--- src/rtl/imem_loader_if.sv ---
// Byte-stream input and instruction-memory write port of the imem loader.
interface imem_loader_if;
    logic        in_valid;
    logic [7:0]  in_data;
    logic        in_ready;
    logic        wr_en;
    logic [31:0] wr_addr;
    logic [31:0] wr_data;
    logic        cpu_hold;
    logic        load_done;
    logic        load_err;

    modport master (
        output in_valid, in_data,
        input  in_ready, wr_en, wr_addr, wr_data, cpu_hold, load_done, load_err
    );

    modport slave (
        input  in_valid, in_data,
        output in_ready, wr_en, wr_addr, wr_data, cpu_hold, load_done, load_err
    );
endinterface

--- src/rtl/imem_loader.sv ---
// Framed byte-stream loader: header N, 4*N big-endian data bytes, XOR checksum.
// Writes words to consecutive addresses and holds the CPU until a good load.
module imem_loader #(
    parameter int DEPTH = 64,
    parameter int CNT_W = 7
) (
    input  logic          clk,
    input  logic          rst_n,
    imem_loader_if.slave  bus
);
    typedef enum logic [2:0] {IDLE, DATA, WRITE, CHK, DONE} state_e;

    state_e             state_q, state_d;
    logic               act_q;
    logic [23:0]        word_q, word_d;
    logic [1:0]         bidx_q, bidx_d;
    logic [CNT_W-1:0]   widx_q, widx_d;
    logic [CNT_W-1:0]   n_q, n_d;
    logic [7:0]         chk_q, chk_d;
    logic [31:0]        wr_addr_q, wr_addr_d;
    logic [31:0]        wr_data_q, wr_data_d;
    logic               hold_q, hold_d;
    logic               done_q, done_d;
    logic               err_q, err_d;
    logic               acc, hdr_ok;

    // act_q keeps in_ready low until the first edge after reset release
    assign bus.in_ready  = act_q & (state_q == IDLE || state_q == DATA || state_q == CHK);
    assign bus.wr_en     = (state_q == WRITE);
    assign bus.wr_addr   = wr_addr_q;
    assign bus.wr_data   = wr_data_q;
    assign bus.cpu_hold  = hold_q;
    assign bus.load_done = done_q;
    assign bus.load_err  = err_q;

    assign acc    = bus.in_valid & bus.in_ready;
    assign hdr_ok = (bus.in_data != 8'd0) && ({24'd0, bus.in_data} <= 32'(DEPTH));

    always_comb begin
        state_d   = state_q;
        word_d    = word_q;
        bidx_d    = bidx_q;
        widx_d    = widx_q;
        n_d       = n_q;
        chk_d     = chk_q;
        wr_addr_d = wr_addr_q;
        wr_data_d = wr_data_q;
        hold_d    = hold_q;
        err_d     = err_q;
        done_d    = 1'b0;
        case (state_q)
            IDLE: if (acc) begin
                if (hdr_ok) begin
                    err_d   = 1'b0;
                    hold_d  = 1'b1;
                    n_d     = CNT_W'(bus.in_data);
                    widx_d  = '0;
                    bidx_d  = '0;
                    chk_d   = '0;
                    state_d = DATA;
                end else begin
                    err_d = 1'b1;
                end
            end
            DATA: if (acc) begin
                word_d = {word_q[15:0], bus.in_data};
                chk_d  = chk_q ^ bus.in_data;
                bidx_d = bidx_q + 2'd1;
                if (bidx_q == 2'd3) begin
                    // latch the write now so addr/data stay stable after the strobe
                    wr_data_d = {word_q, bus.in_data};
                    wr_addr_d = {{(30-CNT_W){1'b0}}, widx_q, 2'b00};
                    state_d   = WRITE;
                end
            end
            WRITE: begin
                widx_d  = widx_q + CNT_W'(1);
                state_d = (widx_d == n_q) ? CHK : DATA;
            end
            CHK: if (acc) begin
                if (bus.in_data == chk_q) begin
                    state_d = DONE;
                end else begin
                    err_d   = 1'b1;
                    state_d = IDLE;
                end
            end
            DONE: begin
                done_d  = 1'b1;
                hold_d  = 1'b0;
                state_d = IDLE;
            end
            default: state_d = IDLE;
        endcase
    end

    always_ff @(posedge clk or negedge rst_n) begin
        if (!rst_n) begin
            state_q   <= IDLE;
            act_q     <= 1'b0;
            word_q    <= '0;
            bidx_q    <= '0;
            widx_q    <= '0;
            n_q       <= '0;
            chk_q     <= '0;
            wr_addr_q <= '0;
            wr_data_q <= '0;
            hold_q    <= 1'b1;
            done_q    <= 1'b0;
            err_q     <= 1'b0;
        end else begin
            state_q   <= state_d;
            act_q     <= 1'b1;
            word_q    <= word_d;
            bidx_q    <= bidx_d;
            widx_q    <= widx_d;
            n_q       <= n_d;
            chk_q     <= chk_d;
            wr_addr_q <= wr_addr_d;
            wr_data_q <= wr_data_d;
            hold_q    <= hold_d;
            done_q    <= done_d;
            err_q     <= err_d;
        end
    end
endmodule

--- src/flat_wrapper.sv ---
// flat-port wrapper written by rule: the top's interface ports become plain ports
module imem_loader_flat 
#(
    parameter int DEPTH = 64,
    parameter int CNT_W = 7
)
  (clk, rst_n, bus_in_valid, bus_in_data, bus_in_ready, bus_wr_en, bus_wr_addr, bus_wr_data, bus_cpu_hold, bus_load_done, bus_load_err);
  imem_loader_if bus_i ();
  input  logic clk;
  input  logic rst_n;
  input wire logic [$bits(bus_i.in_valid)-1:0] bus_in_valid;
  input wire logic [$bits(bus_i.in_data)-1:0] bus_in_data;
  output wire logic [$bits(bus_i.in_ready)-1:0] bus_in_ready;
  output wire logic [$bits(bus_i.wr_en)-1:0] bus_wr_en;
  output wire logic [$bits(bus_i.wr_addr)-1:0] bus_wr_addr;
  output wire logic [$bits(bus_i.wr_data)-1:0] bus_wr_data;
  output wire logic [$bits(bus_i.cpu_hold)-1:0] bus_cpu_hold;
  output wire logic [$bits(bus_i.load_done)-1:0] bus_load_done;
  output wire logic [$bits(bus_i.load_err)-1:0] bus_load_err;
  assign bus_i.in_valid = bus_in_valid;
  assign bus_i.in_data = bus_in_data;
  assign bus_in_ready = bus_i.in_ready;
  assign bus_wr_en = bus_i.wr_en;
  assign bus_wr_addr = bus_i.wr_addr;
  assign bus_wr_data = bus_i.wr_data;
  assign bus_cpu_hold = bus_i.cpu_hold;
  assign bus_load_done = bus_i.load_done;
  assign bus_load_err = bus_i.load_err;
  imem_loader #(.DEPTH(DEPTH), .CNT_W(CNT_W)) u_core (.clk(clk), .rst_n(rst_n), .bus(bus_i));
endmodule
--- config.mk ---
export PLATFORM = sky130hd
export DESIGN_NAME = imem_loader_flat
export DESIGN_NICKNAME = d
export VERILOG_FILES = /design/src/rtl/imem_loader_if.sv /design/src/rtl/imem_loader.sv /design/src/flat_wrapper.sv
export SDC_FILE = /design/constraint.sdc
export NUM_CORES = 1
export LEC_CHECK = 0
export CAP_MARGIN = 20
export CORE_MARGIN = 2
export CORE_UTILIZATION = 30
export CTS_CLUSTER_DIAMETER = 30
export DETAILED_ROUTE_END_ITERATION = 16
export SETUP_SLACK_MARGIN = 0.02
export SLEW_MARGIN = 20
export SYNTH_ARGS = -nofsm -noshare
export SYNTH_HDL_FRONTEND = slang
export SYNTH_SLANG_ARGS = --single-unit
--- constraint.sdc ---
create_clock -name clk -period 2.5 [get_ports clk]
set_input_delay 0.25 -clock clk [delete_from_list [all_inputs] [get_ports clk]]
set_output_delay 0.25 -clock clk [all_outputs]
set_load 0.01 [all_outputs]
==> results of run 1 <==
-- metal layers --
layer / wire length (um) / GRT usage, % / share of wire, % / vias up
met5: 0 / 0 / 0 / -
met4: 132 / 4.38 / 1.5 / 0
met3: 518 / 3.37 / 5.7 / 11
met2: 4360 / 20.9 / 48 / 74
met1: 4070 / 16.4 / 45 / 1403
li1: - / - / - / 1347
-- logic make-up (layout without fill, tap and decap cells) --
| logic type | after synthesis | in the layout | share of synthesized area, % |
|---|---|---|---|
| adders and majority gates | 2 | 2 | 0.590 |
| buffers and inverters | 42 | 80 | 6.10 |
| and+or+nand+nor | 139 | 139 | 15.9 |
| other | 2 | 26 | 0.177 |
| AOI/OAI and AO/OA | 37 | 37 | 6.13 |
| muxes | 48 | 48 | 12.7 |
| DFF | 94 | 94 | 55.5 |
| xor gates and xnor gates | 14 | 14 | 2.89 |
-- cell usage after synthesis (2+ instances only) --
cell type  instances
clkbuf_1           8
a21oi_1            7
xor2_1             3
nand2b_1           8
a21o_1             6
a221o_1            3
nand3_1            5
and3_1             4
a211o_1            4
buf_1              2
nand2_1           77
o32ai_1            3
nor3b_1            4
and3b_1            3
nor2_1            14
conb_1             2
nor3_1             5
xnor2_1           11
ha_1               2
mux2_2            48
o21ai_0            7
and2_1             2
nor2b_1            6
buf_2              6
buf_4             25
or2_2              2
dfrtp_1           93
-- worst max path at each step --
stage | from | to | slack (ns) | cells after the start
4_1_cts | u_core.state_q[1] | bus_wr_en | 0.1 | 4
3_3_place_gp | bus_in_data[5] | u_core.bus.load_err | 0.08 | 6
3_5_place_dp | bus_in_data[2] | u_core.widx_q[4] | 0.09 | 7
5_1_grt | u_core.state_q[1] | bus_wr_en | 0.05 | 4
2_1_floorplan | u_core.state_q[1] | u_core.bus.wr_addr[2] | 0.69 | 7
6_report | u_core.state_q[1] | bus_wr_en | 0.20 | 4
-- layout make-up --
type / count / area (um2) / share of cell area [%]
Clock buffer: 12 / 267 / 5.06
Inverter: 1 / 3.75 / 0.0713
Multi-Input combinational cell: 266 / 1730 / 32.9
Timing Repair Buffer: 64 / 641 / 12.2
Clock inverter: 3 / 42.5 / 0.808
Sequential cell: 94 / 2350 / 44.7
Tap cell: 180 / 225 / 4.28
-- timing repair --
action	CTS	global route
endpoints found under the setup margin	1	1
hold endpoints to repair	49	0
hold buffers	1	0
gates resized for setup	1	1
-- worst max-delay path: cells and delay by family (launching register included) --
| kind | cells | cell delay (ns) |
|---|---|---|
| flip-flops | 1 | 0.45 |
| buffers and inverters | 2 | 0.77 |
| AND/OR/NAND/NOR | 2 | 0.49 |
-- metrics by stage --
step / setup WS (ns) / instance area (um2) / power [W]
5_1_grt: 0.0458 / 5270 / 0.00632
3_5_place_dp: 0.0946 / 4940 / 0.00459
3_3_place_gp: 0.0758 / 4940 / 0.00453
4_1_cts: 0.0987 / 5260 / 0.00603
6_report: 0.204 / 5270 / 0.00593
2_1_floorplan: 0.692 / 4330 / 0.00364
-- sequential cells by signal, indices dropped and copies added, names as in the netlist --
signal                count
u_core.act_q              1
u_core.bus.load_done      1
u_core.bus.wr_addr        7
u_core.n_q                7
u_core.bus.load_err       1
u_core.bus.cpu_hold       1
u_core.state_q            3
u_core.chk_q              8
u_core.word_q            24
u_core.bidx_q             2
u_core.bus.wr_data       32
u_core.widx_q             7
-- report_power, final --
group          internal [W]  switching [W]
Clock              0.000849       0.000543
Sequential          0.00215       0.000442
Combinational       0.00113       0.000818
Total               0.00412        0.00180
==> flow_metrics.tcl, run 1 <==
set metrics [dict create \
    status "complete, no violations" \
    cts_tree "built" \
    r2r_cells 6 \
    slowest_stage "clkdlybuf4s50_1" \
    ir_worst_vdd_uv 472 \
    port_buffers 54 \
    seq_area_frac_synth_pct 55.5 \
    r2r_end "u_core.widx_q[4]" \
    ys_seq_elements 94 \
    p_leak_nw 2.48 \
    ant_nets 0 \
    ys.flop_type "dfrtp_1" \
    worstPathCellList "nor2b_2, nand2b_1, inv_2, clkdlybuf4s50_1" \
    synth_top_cell_area_share_pct 54.9 \
    final_cell_mix "92 x dfrtp_1, 76 x nand2_1, 53 x clkdlybuf4s50_1" \
    cts-htree-levels 3 \
    grt_usage_pct 12.8 \
    postCtsSetupBuffers 0 \
    synth_top_area_cell "dfrtp_1" \
    end_kind "output port" \
    synth_cell_types 45 \
    max_freq_ghz 0.436 \
    setup_tns_ns 0 \
    grt_pass1_vias 2956 \
    cts_buffers 9 \
    ys_top_cells_by_area "dfrtp_1 55%, mux2_2 13%, nand2_1 6.8%" \
    drive_above_1_share_pct 19.1 \
    grt_pass1_wl_mm 14.8 \
    synthArstFlopShare_pct 100 \
    drt_iter0_drc 179 \
    min_period_ns 2.30 \
    area_growth_pct 24.1 \
    antenna_cells 0 \
    hold_ws_ns 0.471 \
    holdPathStages 2 \
    grt.overflow.total 0 \
    initial_core_util_pct 30.7 \
    finalMaxSlewViolations 0 \
    worstPathMaxFanout 10 \
    root_buffer "clkbuf_16" \
    drcViolationCount 0 \
    io_pins 80 \
    final_nets 449 \
    fill_cells 1356 \
    avgSynthCellArea_um2 11.2 \
    rows 43 \
    synthesis.area_mm2 0.00424 \
    path_clk_slew_ns 0.06 \
    finalWirelength_mm 9.08 \
    skew_ns 0.00387 \
    dr.pass1.iters 4 \
    vias_per_cell 4.57 \
    hold_path.startpoint "u_core.word_q[21]" \
    wire_per_inst_um 14.7 \
    max_stage_delay_ns 0.57 \
    fin_util_pct 38.1 \
    holdPathEnd "u_core.word_q[21]" \
    r2r_start "u_core.state_q[2]" \
    critical_path_required_ns 2.25 \
    hp-class "flip-flop to flip-flop" \
    clkSinkCount 94 \
    core_mm2 0.0138 \
    dpl.cell_count 604 \
    layout.cells.non_filler 620 \
    critical_path_arrival_ns 2.05 \
    maxCapViolCount 0 \
    die_x_um 123 \
    clk_latency_ns 0.34 \
    grt_max_degree 52 \
    synthCells 378 \
    tightest_slew_ns 0.687 \
    finalSetupViolCount 0 \
    relSlewSlack_pct 54.2 \
    final_hold_viol_count 0 \
    fin_crit_sh_pct 91.8 \
    rsz0062_at_grt "false" \
    die_area_mm2 0.0151 \
    critical_path_class "flip-flop to output port" \
    powerDensity_mw_per_mm2 1130 \
    die_h_um 123 \
    reg2reg_slack_ns 0.51 \
    synth-edff-count 0 \
    num_vias 2835 \
    cts_max_path_buffers 2 \
    final_common_cell "dfrtp_1" \
    gp_congestion 0.811 \
    hpwl_mm 6.27 \
    critPathLaunchType "flip-flop" \
    grt_antenna_before_repair 0 \
    yosysWarnings 0 \
]
(Power assumes the default switching activity.)
==> inputs of run 2 (changes only) <==
--- a/config.mk
+++ b/config.mk
@@ -10,8 +10,8 @@
 export CORE_UTILIZATION = 30
 export CTS_CLUSTER_DIAMETER = 30
 export DETAILED_ROUTE_END_ITERATION = 16
+export MAX_ROUTING_LAYER = met4
 export SETUP_SLACK_MARGIN = 0.02
-export SLEW_MARGIN = 20
 export SYNTH_ARGS = -nofsm -noshare
 export SYNTH_HDL_FRONTEND = slang
 export SYNTH_SLANG_ARGS = --single-unit
==> run 2 against run 1 <==
Effect of this change:
- die area did not move
- utilization stayed put
- final cell count unchanged
- clock power is essentially flat
- first-iteration DRC count decreased by 13%
- flip-flop and latch count unchanged
- clock skew up 0.0018 ns
- setup slack got worse by 0.011 ns
- register-to-register slack hardly changed
==> flow_metrics.tcl, run 2 (synthesized netlist as in run 1, its figures left out) <==
set metrics [dict create \
    status "complete, no violations" \
    largest_reg_flops 32 \
    drive_above_1_share_pct 19.1 \
    hold_path.startpoint "u_core.word_q[21]" \
    r2r_start "u_core.state_q[2]" \
    grt_max_degree 52 \
    critical_path_class "flip-flop to output port" \
    hp-class "flip-flop to flip-flop" \
    fin_util_pct 38.1 \
    cts_buffers 9 \
    vias_per_cell 4.60 \
    rsz0062_at_grt "false" \
    skew_ns 0.00571 \
    cts_tree "built" \
    cts_max_path_buffers 2 \
    grt_pass1_vias 2955 \
    port_buffers 54 \
    critical_path_required_ns 2.25 \
    final_common_cell "dfrtp_1" \
    wire_per_inst_um 14.6 \
    grt_antenna_before_repair 0 \
    grt.overflow.total 0 \
    clkSinkCount 94 \
    gp_congestion 0.823 \
    tightest_slew_ns 0.682 \
    critical-path-top-delay-family "buffers and inverters" \
    worstPathCellList "nor2b_2, nand2b_1, inv_2, clkdlybuf4s50_1" \
    critPathLaunchType "flip-flop" \
    grt_use_met1_pct 16.6 \
    antenna_cells 0 \
    min_period_ns 2.31 \
    grt_usage_pct 13.2 \
    num_vias 2854 \
    ant_nets 0 \
    dpl.cell_count 604 \
    die_x_um 123 \
    max_stage_delay_ns 0.57 \
    clk_latency_ns 0.34 \
    end_kind "output port" \
    finalSetupViolCount 0 \
    final_hold_viol_count 0 \
    hold_ws_ns 0.471 \
    finalWirelength_mm 9.08 \
    cts-htree-levels 3 \
    core_mm2 0.0138 \
    slowest_stage "clkdlybuf4s50_1" \
    final_nets 449 \
    drt_iter0_drc 155 \
    ir_worst_vdd_uv 475 \
    grt_util_met3_pct 2.26 \
    maxCapViolCount 0 \
    hpwl_mm 6.27 \
    root_buffer "clkbuf_16" \
    p_leak_nw 2.48 \
    rows 43 \
    fill_cells 1356 \
    critical_path_arrival_ns 2.06 \
    met2_usage_pct 20.9 \
    area_growth_pct 24.1 \
    crit_path_start "u_core.state_q[1]" \
    setup_tns_ns 0 \
    max_freq_ghz 0.433 \
    relSlewSlack_pct 54.5 \
    grt-busiest-layer "met2" \
    powerDensity_mw_per_mm2 1130 \
    io_pins 80 \
    layout.cells.non_filler 620 \
    grt_pass1_wl_mm 14.9 \
    initial_core_util_pct 30.7 \
    path_clk_slew_ns 0.06 \
    die_h_um 123 \
    worst-path-buf-inv 2 \
    final_cell_mix "92 x dfrtp_1, 76 x nand2_1, 53 x clkdlybuf4s50_1" \
    dp_worst_setup_slack_ns 0.0946 \
    fin_crit_sh_pct 92.3 \
    die_area_mm2 0.0151 \
    drcViolationCount 0 \
    finalMaxSlewViolations 0 \
    worstPathMaxFanout 10 \
    dr.pass1.iters 4 \
    setup_ws_ns 0.193 \
]
[run 2: cell counts in the layout (fill, tap and decap cells not counted)]
No cell type changed its count.
[run 2: timing repair]
| item | in CTS | in global routing |
|---|---|---|
| pin swaps | 0 | 0 |
| hold buffers | 1 | 0 |
| setup buffers | 0 | 0 |
| gates resized for setup | 1 | 1 |
| hold endpoints to repair | 49 | 0 |
| setup endpoints to repair | 1 | 1 |
[run 2: routing by layer]
layer	vias to the layer above	share of wire [%]	wire [um]
li1	1346	-	-
met5	-	0	0
met2	76	48	4370
met4	0	2.2	197
met1	1417	45	4080
met3	15	4.7	430
[run 2: worst min-delay path: stages (launching register included)]
cell	delay (ns)
dfrtp_1	0.34
nand2_1	0.05
nand2_1	0.05
[run 2: cell type report]
class | instances | area, um2 | area share (%)
Multi-Input combinational cell | 266 | 1730 | 32.9
Clock inverter | 3 | 42.5 | 0.808
Clock buffer | 12 | 267 | 5.06
Tap cell | 180 | 225 | 4.28
Timing Repair Buffer | 64 | 641 | 12.2
Sequential cell | 94 | 2350 | 44.7
Inverter | 1 | 3.75 | 0.0713
[run 2: report_power, final]
part / internal (W) / switching (W)
registers: 0.00215 / 0.000443
logic: 0.00113 / 0.000819
clock network: 0.000849 / 0.000551
total: 0.00412 / 0.00181
[run 2: path summary, 6_finish.rpt]
| path | end | slack, ns | cells past startpoint |
|---|---|---|---|
| max reg2reg | u_core.widx_q[4] | 0.51 | 6 |
| min in group asynchronous | u_core.bus.wr_data[27] | 0.48 | 2 |
| min | u_core.word_q[21] | 0.47 | 2 |
| min reg2reg | u_core.word_q[21] | 0.47 | 2 |
| max | bus_wr_en | 0.19 | 4 |
| max in group asynchronous | u_core.bus.wr_data[13] | 1.31 | 3 |
[run 2: stage by stage]
| stage | power, W | area (um2) |
|---|---|---|
| 2_1_floorplan | 0.00364 | 4330 |
| 3_3_place_gp | 0.00453 | 4940 |
| 3_5_place_dp | 0.00459 | 4940 |
| 4_1_cts | 0.00603 | 5260 |
| 5_1_grt | 0.00631 | 5270 |
| 6_report | 0.00594 | 5270 |
==> inputs of run 3 (changes only) <==
--- a/config.mk
+++ b/config.mk
@@ -6,7 +6,6 @@
 export NUM_CORES = 1
 export LEC_CHECK = 0
 export CAP_MARGIN = 20
-export CORE_MARGIN = 2
 export CORE_UTILIZATION = 30
 export CTS_CLUSTER_DIAMETER = 30
 export DETAILED_ROUTE_END_ITERATION = 16
==> run 3 against run 2 <==
Effect of this change:
- power down 0.46%
- die area down 3.2%
- via count about the same
- utilization down 0.090 points
- final cell count up 0.48%
- sequential share of layout area up 0.11 points
- design area down 0.24%
- critical path depth down 1
- critical endpoint unchanged
- largest power group unchanged
==> flow_metrics.tcl, run 3 (synthesized netlist as in run 1, its figures left out) <==
set metrics [dict create \
    highest_layer "met4" \
    critical_path_arrival_ns 2.02 \
    holdPathEnd "u_core.word_q[23]" \
    largest_reg_flops 32 \
    area_growth_pct 23.8 \
    p_leak_nw 2.48 \
    status "complete, no violations" \
    cts_max_path_buffers 2 \
    wire_per_inst_um 14.6 \
    grt_antenna_before_repair 0 \
    skew_ns 0.00612 \
    final_hold_viol_count 0 \
    ir_worst_vdd_uv 445 \
    grt.overflow.total 0 \
    r2r_end "u_core.widx_q[3]" \
    grt_pass1_wl_mm 15.4 \
    relSlewSlack_pct 57.2 \
    tightest_slew_ns 0.642 \
    slowest_stage "clkdlybuf4s50_1" \
    maxCapViolCount 0 \
    power.total_w 0.00591 \
    postPlaceCellArea_mm2 0.00494 \
    holdPathStages 2 \
    finalMaxSlewViolations 0 \
    drt_iter0_drc 121 \
    stdcell_area_mm2 0.00525 \
    root_buffer "clkbuf_16" \
    final_common_cell "dfrtp_1" \
    rows 43 \
    critPathLaunchType "flip-flop" \
    ant_nets 0 \
    die_h_um 121 \
    postCtsSetupBuffers 0 \
    antenna_cells 0 \
    max_freq_ghz 0.441 \
    num_vias 2853 \
    worstPathCellList "nand2b_1, inv_2, clkdlybuf4s50_1" \
    finalWirelength_mm 9.12 \
    max_stage_delay_ns 0.57 \
    die_area_mm2 0.0146 \
    grt_usage_pct 14.1 \
    wl_met1_mm 4.24 \
    critical_path_required_ns 2.25 \
    hold_path.startpoint "u_core.word_q[23]" \
    clkSinkCount 94 \
    fin_crit_sh_pct 90.6 \
    clk_latency_ns 0.34 \
    drcViolationCount 0 \
    rsz0062_at_grt "false" \
    vias_per_cell 4.58 \
    r2r_start "u_core.state_q[2]" \
    r2r_cells 6 \
    fin_util_pct 38.0 \
    drive_above_1_share_pct 19.0 \
    met3WireLength_um 317 \
    port_buffers 54 \
    setup_tns_ns 0 \
    final_cell_mix "92 x dfrtp_1, 76 x nand2_1, 53 x clkdlybuf4s50_1" \
    io_pins 80 \
    die_x_um 121 \
    initial_core_util_pct 30.7 \
    min_period_ns 2.27 \
    hp-class "flip-flop to flip-flop" \
    reg2reg_slack_ns 0.49 \
    cts-htree-levels 3 \
    hpwl_mm 6.33 \
    critical_path_class "flip-flop to output port" \
    finalSetupViolCount 0 \
    gp_congestion 0.819 \
    dr.pass1.iters 4 \
    met2WireLength_mm 4.41 \
    dpl.cell_count 606 \
    worstPathMaxFanout 13 \
    cts_tree "built" \
    layout.cells.non_filler 623 \
    powerDensity_mw_per_mm2 1120 \
    grt_max_degree 50 \
    path_clk_slew_ns 0.06 \
    final_nets 451 \
    core_mm2 0.0138 \
    end_kind "output port" \
    cts_buffers 9 \
    grt_pass1_vias 3006 \
]
-- run 3: per-stage QoR --
| stage | setup WS, ns | hold WS (ns) |
|---|---|---|
| floorplan | 0.692 | -0.0456 |
| global placement | 0.0709 | 0.322 |
| detailed placement | 0.0346 | 0.321 |
| CTS | 0.0283 | 0.483 |
| global route | 0.0892 | 0.506 |
| finish | 0.234 | 0.478 |
-- run 3: cell type report --
class | count | area, um2
Clock inverter | 3 | 43.8
Clock buffer | 13 | 250
Tap cell | 180 | 225
Timing Repair Buffer | 66 | 643
Sequential cell | 94 | 2350
Fill cell | 1347 | 8570
Inverter | 1 | 3.75
Multi-Input combinational cell | 266 | 1730
-- run 3: per-layer routing --
metal	vias up	GRT usage, %
met5	-	-
met4	0	5.79
met3	14	2.73
met2	54	22.9
met1	1433	17.3
li1	1352	-
-- run 3: power by group --
part	total, W	switching (W)	leakage, nW	internal (W)
clock network	0.00136	0.000560	0.144	0.000804
logic	0.00195	0.000826	1.12	0.00113
registers	0.00259	0.000444	1.21	0.00215
-- run 3: worst max path at each step --
stage / startpoint / slack [ns] / endpoint / cells past startpoint
after global placement: bus_in_data[5] / 0.07 / u_core.bus.load_err / 6
after detailed placement: bus_in_data[5] / 0.03 / u_core.bus.load_err / 6
after CTS: u_core.state_q[1] / 0.03 / bus_wr_en / 4
final: u_core.state_q[2] / 0.23 / bus_wr_en / 3
after floorplan: u_core.state_q[1] / 0.69 / u_core.bus.wr_addr[2] / 7
after global routing: u_core.state_q[1] / 0.09 / bus_wr_en / 4
-- run 3: critical path: cells and delay by family (launching register included) --
family | cells | cell delay [ns]
and+or+nand+nor | 1 | 0.36
DFF | 1 | 0.55
buffers and inverters | 2 | 0.77
-- run 3: repair_timing --
item,CTS,global route
setup endpoints to repair,0,1
hold buffers,1,0
resized for setup,0,2
hold endpoints to repair,48,0
